--- src/rtl/instr_packer.sv ---
// Packs decoded LDUR/STUR/CBZ/CBNZ fields into 32-bit words and streams them to instruction memory.
// One word in flight: accept in IDLE, present registered write until wr_ack; start restarts the program.
module instr_packer #(
  parameter int AW        = 8,
  parameter int DEPTH     = 256,
  parameter int BASE_ADDR = 0
) (
  input  logic          clk,
  input  logic          rst_n,
  input  logic          start,
  input  logic          in_valid,
  output logic          in_ready,
  input  logic [1:0]    in_kind,
  input  logic [4:0]    in_rt,
  input  logic [4:0]    in_rn,
  input  logic [31:0]   in_off,
  output logic          wr_en,
  output logic [AW-1:0] wr_addr,
  output logic [31:0]   wr_data,
  input  logic          wr_ack,
  output logic          full,
  output logic          err,
  output logic [7:0]    err_count,
  output logic [AW:0]   word_count
);

  localparam logic [1:0] S_IDLE  = 2'd0;
  localparam logic [1:0] S_WRITE = 2'd1;
  localparam logic [1:0] S_FULL  = 2'd2;

  localparam logic [AW:0]   DEPTH_C = (AW+1)'(DEPTH);
  localparam logic [AW-1:0] BASE_C  = AW'(BASE_ADDR);

  logic [1:0]    state_q, state_d;
  logic [AW-1:0] addr_q, addr_d;
  logic [31:0]   data_q, data_d;
  logic [AW:0]   wc_q, wc_d;
  logic [7:0]    ec_q, ec_d;
  logic          err_q, err_d;

  logic          d_ok, cb_ok, in_range;
  logic [31:0]   enc;

  // An offset fits when every bit above the field's sign bit matches that sign bit.
  assign d_ok  = (&in_off[31:8])  | ~(|in_off[31:8]);
  assign cb_ok = (&in_off[31:18]) | ~(|in_off[31:18]);

  always_comb begin
    in_range = 1'b0;
    enc      = '0;
    case (in_kind)
      2'd0: begin
        in_range = d_ok;
        enc      = {11'b11111000010, in_off[8:0], 2'b00, in_rn, in_rt};
      end
      2'd1: begin
        in_range = d_ok;
        enc      = {11'b11111000000, in_off[8:0], 2'b00, in_rn, in_rt};
      end
      2'd2: begin
        in_range = cb_ok;
        enc      = {8'b10110100, in_off[18:0], in_rt};
      end
      default: begin
        in_range = cb_ok;
        enc      = {8'b10110101, in_off[18:0], in_rt};
      end
    endcase
  end

  always_comb begin
    state_d = state_q;
    addr_d  = addr_q;
    data_d  = data_q;
    wc_d    = wc_q;
    ec_d    = ec_q;
    err_d   = 1'b0;
    if (start) begin
      state_d = S_IDLE;
      addr_d  = BASE_C;
      wc_d    = '0;
      ec_d    = '0;
    end else begin
      case (state_q)
        S_IDLE: begin
          if (in_valid) begin
            if (in_range) begin
              state_d = S_WRITE;
              data_d  = enc;
            end else begin
              err_d = 1'b1;
              if (ec_q != 8'hFF) ec_d = ec_q + 8'd1;
            end
          end
        end
        S_WRITE: begin
          if (wr_ack) begin
            wc_d    = wc_q + 1'b1;
            addr_d  = addr_q + 1'b1;
            state_d = ((wc_q + 1'b1) == DEPTH_C) ? S_FULL : S_IDLE;
          end
        end
        S_FULL:  state_d = S_FULL;
        default: state_d = S_IDLE;
      endcase
    end
  end

  always_ff @(posedge clk or negedge rst_n) begin
    if (!rst_n) begin
      state_q <= S_IDLE;
      addr_q  <= BASE_C;
      data_q  <= '0;
      wc_q    <= '0;
      ec_q    <= '0;
      err_q   <= 1'b0;
    end else begin
      state_q <= state_d;
      addr_q  <= addr_d;
      data_q  <= data_d;
      wc_q    <= wc_d;
      ec_q    <= ec_d;
      err_q   <= err_d;
    end
  end

  assign in_ready   = rst_n && (state_q == S_IDLE);
  assign wr_en      = (state_q == S_WRITE);
  assign wr_addr    = addr_q;
  assign wr_data    = data_q;
  assign full       = (state_q == S_FULL);
  assign err        = err_q;
  assign err_count  = ec_q;
  assign word_count = wc_q;

endmodule

--- config.mk ---
export PLATFORM = sky130hd
export DESIGN_NAME = instr_packer
export DESIGN_NICKNAME = d
export VERILOG_FILES = /design/src/rtl/instr_packer.sv
export SDC_FILE = /design/constraint.sdc
export NUM_CORES = 1
export LEC_CHECK = 0
export ABC_AREA = 1
export ABC_CLOCK_PERIOD_IN_PS = 2600
export CORE_MARGIN = 4
export CORE_UTILIZATION = 41
export CTS_CLUSTER_DIAMETER = 120
export DETAILED_ROUTE_END_ITERATION = 6
export PLACE_DENSITY = 0.75
export SLEW_MARGIN = 40
export SYNTH_ARGS = -nofsm -noshare
export SYNTH_HDL_FRONTEND = slang
export SYNTH_SLANG_ARGS = --single-unit
--- constraint.sdc ---
create_clock -name clk -period 2.6 [get_ports clk]
set_input_delay 0.26 -clock clk [delete_from_list [all_inputs] [get_ports clk]]
set_output_delay 0.26 -clock clk [all_outputs]
set_load 0.01 [all_outputs]
# Word level (Yosys, flattened, before mapping)
# Cells that the tools add are included.
# totals
out_inout_bits,61
reg_bits,60
# classes
muxes,23
eq_ne,10
addsub,3
bitwise_logic,5
reduce_logical,17
# ops
operator,n
31-bit case mux with 3 select lines,1
8-bit 2-to-1 mux,8
9-bit 2-to-1 mux,3
24-bit AND reduction,1
24-bit OR reduction,1
8-bit by 1-bit adder with 8-bit output (second input constant),2
14-bit AND reduction,1
14-bit OR reduction,1
2-bit 2-to-1 mux,5
2-bit nonzero test,5
9-bit by 1-bit adder with 9-bit output (second input constant),1
9-bit == test (second input constant),1
8-bit != test (second input constant),1
4-bit AND reduction,2
3-bit != test (second input constant),2
2-bit case mux with 3 select lines,1
1-bit 2-to-1 mux,5
2-bit by 1-bit == test with 1-bit output (second input constant),2
2-bit == test (second input constant),2
2-bit zero test,2
3-bit by 2-bit != test with 1-bit output (second input constant),1
1-bit NOT,3
3-bit AND reduction,1
2-bit != test (second input constant),1
4 further kinds,5

# Depth between registers and ports, before layout
# depth
depth_word,8
ltp_mapped,10
depth_no_buf,10

# Worst setup path after synthesis
# No wires, ideal clock.
# synth_path
kind,register -> register
startpoint,register ec_q[0] (netlist: err_count[0])
endpoint,register ec_q[6] (netlist: err_count[6])
t_arrival_ns,1.377
setup_ns,0.118
setup_slack_ns,1.105
path_stages_with_launch,8
required_time_ns,2.482
n_path_buf,0
cell_sequence,dfrtp_1 > ha_1 > nand2_1 > nor2_2 > a31oi_2 > nand2_2 > nand3_1 > nand2_1
# synth_between
elab_chain_len,6
word_cells_on_any_way,9
# synth_lines
item,line,text
from (decl),38,"logic [7:0] ec_q, ec_d;"
from (signal assigned),115,ec_q <= '0;
from (signal assigned),122,ec_q <= ec_d;
8-bit by 1-bit adder with 8-bit output,92,if (ec_q != 8'hFF) ec_d = ec_q + 8'd1;
8-bit 2-to-1 mux,92,
8-bit 2-to-1 mux,87,if (in_range) begin
8-bit 2-to-1 mux,86,if (in_valid) begin
8-bit 2-to-1 mux,84,case (state_q)
8-bit 2-to-1 mux,78,if (start) begin
# Parallel ways exist; a longest one is shown, timed or not. The select of a mux whose other input is x is not followed.
# A chain may end at the register's enable or synchronous reset.

# Worst setup path after layout
# layout_path
startpoint,register state_q[1]
endpoint,output wr_en
# layout_between
elab_chain_len,1
# layout_lines
item,line,text
from (decl),34,"logic [1:0] state_q, state_d;"
from (signal assigned),118,state_q <= state_d;
2-bit by 1-bit == test with 1-bit output,128,assign wr_en = (state_q == S_WRITE);
to (decl),17,"output logic wr_en,"
# Every way passes these cells.

==> results_dict.tcl <==
set metrics [dict create \
    status "finished, violations left" \
    violations "negative hold slack" \
    die_h_um 95.8 \
    drt_iter0_markers 46 \
    hold_ws_ns -0.0160 \
    num_rows 31 \
    drt_first_pass_iters 7 \
    routed_wl_um 7980 \
    final_layout_size_suffix_gt1_frac 0.155 \
    detail-route-antenna-nets 0 \
    setup_violations 0 \
    overflow 0 \
    rsz0062_at_grt "false" \
    die-area_um2 9180 \
    cts_max_level 2 \
    critPathArrivalTime_ns 1.55 \
    pin_count 110 \
    drv_slew 0 \
    viasPerCell 4.89 \
    post_cts_buffers 0 \
    yosys-top-cells-area "dfrtp_1, nand2_1, o21ai_2" \
    syn_area_um2 3160 \
    dp_hpwl_um 5930 \
    cts_tree "yes" \
    grt_pass1_vias 2789 \
    regArea_um2 1400 \
    initial_core_util 0.429 \
    place.gp.congestion 0.804 \
    finalHoldViolations 28 \
    antenna_found_initial 1 \
    peakVddDrop_mv 0.262 \
    path_buf_inv 1 \
    numCtsBuffers 5 \
    min_path_type "in2async" \
    ys_ff_latch 56 \
    fillCellCount 665 \
    maxCapViolCount 0 \
    path_cells "nor2_4 -> clkdlybuf4s50_1" \
    port_buffers 108 \
    postCtsResizedCells 0 \
    worst-path-max-fanout 5 \
    num_vias 2816 \
    required_ns 2.34 \
    power.leakage_nw 2.05 \
    yosys_warnings 0 \
    avgSynthCellArea_um2 8.53 \
    cts_root_buffer "clkbuf_8" \
    finClkSkew_ns 0.0102 \
    routedWlPerCell_um 13.8 \
    core_um2 7370 \
    cp_top_family "buffers and inverters" \
    ctsLongestPathBuffers 2 \
    antenna_cells 0 \
    yosysTopAreaCellShare 0.443 \
    start_kind "flop" \
    drc 0 \
    setup_ws_ns 0.793 \
    timing.final.crit_period_ns 1.81 \
    multiInputGateArea_um2 1510 \
    die_w_um 95.8 \
    fin_crit_sh 0.695 \
    hold_buffers 0 \
    max_stage_delay_ns 0.59 \
    synth-seq-area-share 0.443 \
    synthCells 371 \
    grt_max_degree 57 \
    syn2layout_area_growth_pct 39.4 \
    synth.distinct_cells 36 \
    clk_latency_ns 0.31 \
    tns_ns 0 \
    yosysTopAreaCell "dfrtp_1" \
    critPathCaptureType "output pin" \
    cts.sinks 56 \
    crit_slowest_cell "clkdlybuf4s50_1" \
    dp_slack_ns 0.641 \
    grt_usage 0.176 \
    grt_pass1_wl_um 12900 \
    finalNetCount 528 \
    fmax_mhz 553 \
    cts.reportedPaths.clkPinSlew_ns 0.11 \
    fin_util 0.598 \
    path_class "reg2out" \
    power-per-cell-area_nw_per_um2 498 \
    synth_nets 423 \
]
-- state kept, by name, indices dropped and copies added, names as in the netlist --
signal and flops:
wr_data 28, err 1, wr_addr 8, word_count 9, err_count 8, state_q 2
-- through the flow --
step           instance area, um^2  cells  power (W)
2_1_floorplan                 3160    371    0.00135
3_3_place_gp                  4290    567    0.00172
3_5_place_dp                  4290    567    0.00173
4_1_cts                       4380    575    0.00221
5_1_grt                       4410    576    0.00233
6_report                      4410    576    0.00219
-- worst register-to-register path: cells and delay by family, from the launching register on --
kind            cells  cell delay (ns)
simple gates        5             0.55
flops               1             0.45
compound gates      1             0.37
fa+ha+maj           1             0.23
-- cell usage in the layout (no fill, tap or decap), types with 2 or more instances in the layout --
master | synthesis | routed
dfrtp_1 | 56 | 56
clkdlybuf4s50_1 | 0 | 107
nor2_4 | 2 | 2
inv_1 | 36 | 36
mux2i_1 | 14 | 14
nand2_1 | 81 | 81
nor3_1 | 2 | 2
clkbuf_8 | 0 | 5
o21ai_0 | 9 | 9
nor2_2 | 3 | 3
o21ai_2 | 25 | 25
nand2_2 | 24 | 24
buf_4 | 4 | 3
nand3_1 | 21 | 21
xor2_1 | 8 | 8
a21oi_1 | 8 | 8
nor2_1 | 36 | 36
nand4_1 | 13 | 13
ha_1 | 3 | 3
-- cell usage after synthesis --
cell type,instances
buf_1,1
a21oi_1,8
a211oi_1,1
nor3b_1,1
nor2b_1,1
inv_2,1
conb_1,1
o21ai_2,25
o21ai_0,9
nand2_2,24
buf_2,2
nand3_4,1
nand2_1,81
mux2i_1,14
nor3_2,1
clkbuf_1,3
nand4_1,13
xor2_1,8
nor2_4,2
nand3_2,1
o31ai_1,1
a31oi_2,1
nor2_2,3
o21ai_1,1
buf_4,4
inv_1,36
dfrtp_1,56
nor2_1,36
nor3_1,2
buf_6,5
ha_1,3
a21boi_0,1
nand3b_4,1
nand3_1,21
and3_1,1
nand2_4,1
-- layer usage --
metal	vias to the layer above	track usage	share of wire
met2	107	0.279	0.44
met3	11	0.0649	0.11
met4	2	0.0391	0.0082
li1	1404	-	-
met1	1292	0.230	0.44
met5	-	0	0.0016
-- path summary, 6_finish.rpt --
path	from	to	slack (ns)	depth (start not counted)
setup / recovery	state_q[1]	wr_en	0.79	2
hold / removal	rst_n	state_q[0]	-0.02	2
setup reg to reg	err_count[0]	err_count[4]	0.91	7
hold reg to reg	wr_data[23]	wr_data[23]	0.50	2
max in group asynchronous	rst_n	err_count[6]	2.12	3
min in group clk	wr_data[23]	wr_data[23]	0.50	2
-- kinds of logic after synthesis --
kind of cell | synth area share
adders and majority gates | 0.0119
DFF | 0.443
other | 0.00119
and+or+nand+nor | 0.290
buffers and inverters | 0.0791
AOI/OAI and AO/OA | 0.109
xor gates and xnor gates | 0.0222
muxes | 0.0443
-- power by group --
part | internal [W] | total [W] | switching (W)
Sequential | 0.000977 | 0.00107 | 0.0000906
Combinational | 0.000364 | 0.000646 | 0.000282
Clock | 0.000193 | 0.000481 | 0.000289
Total | 0.00153 | 0.00219 | 0.000661
-- area by class of cell --
cell class | count | share of cell area
inverter | 37 | 0.0315
sequential | 56 | 0.318
tap | 99 | 0.0281
multi-input combinational | 263 | 0.343
clock inverter | 2 | 0.00369
clock buffer | 6 | 0.0165
timing repair buffer | 113 | 0.260
(Power assumes the default switching activity.)
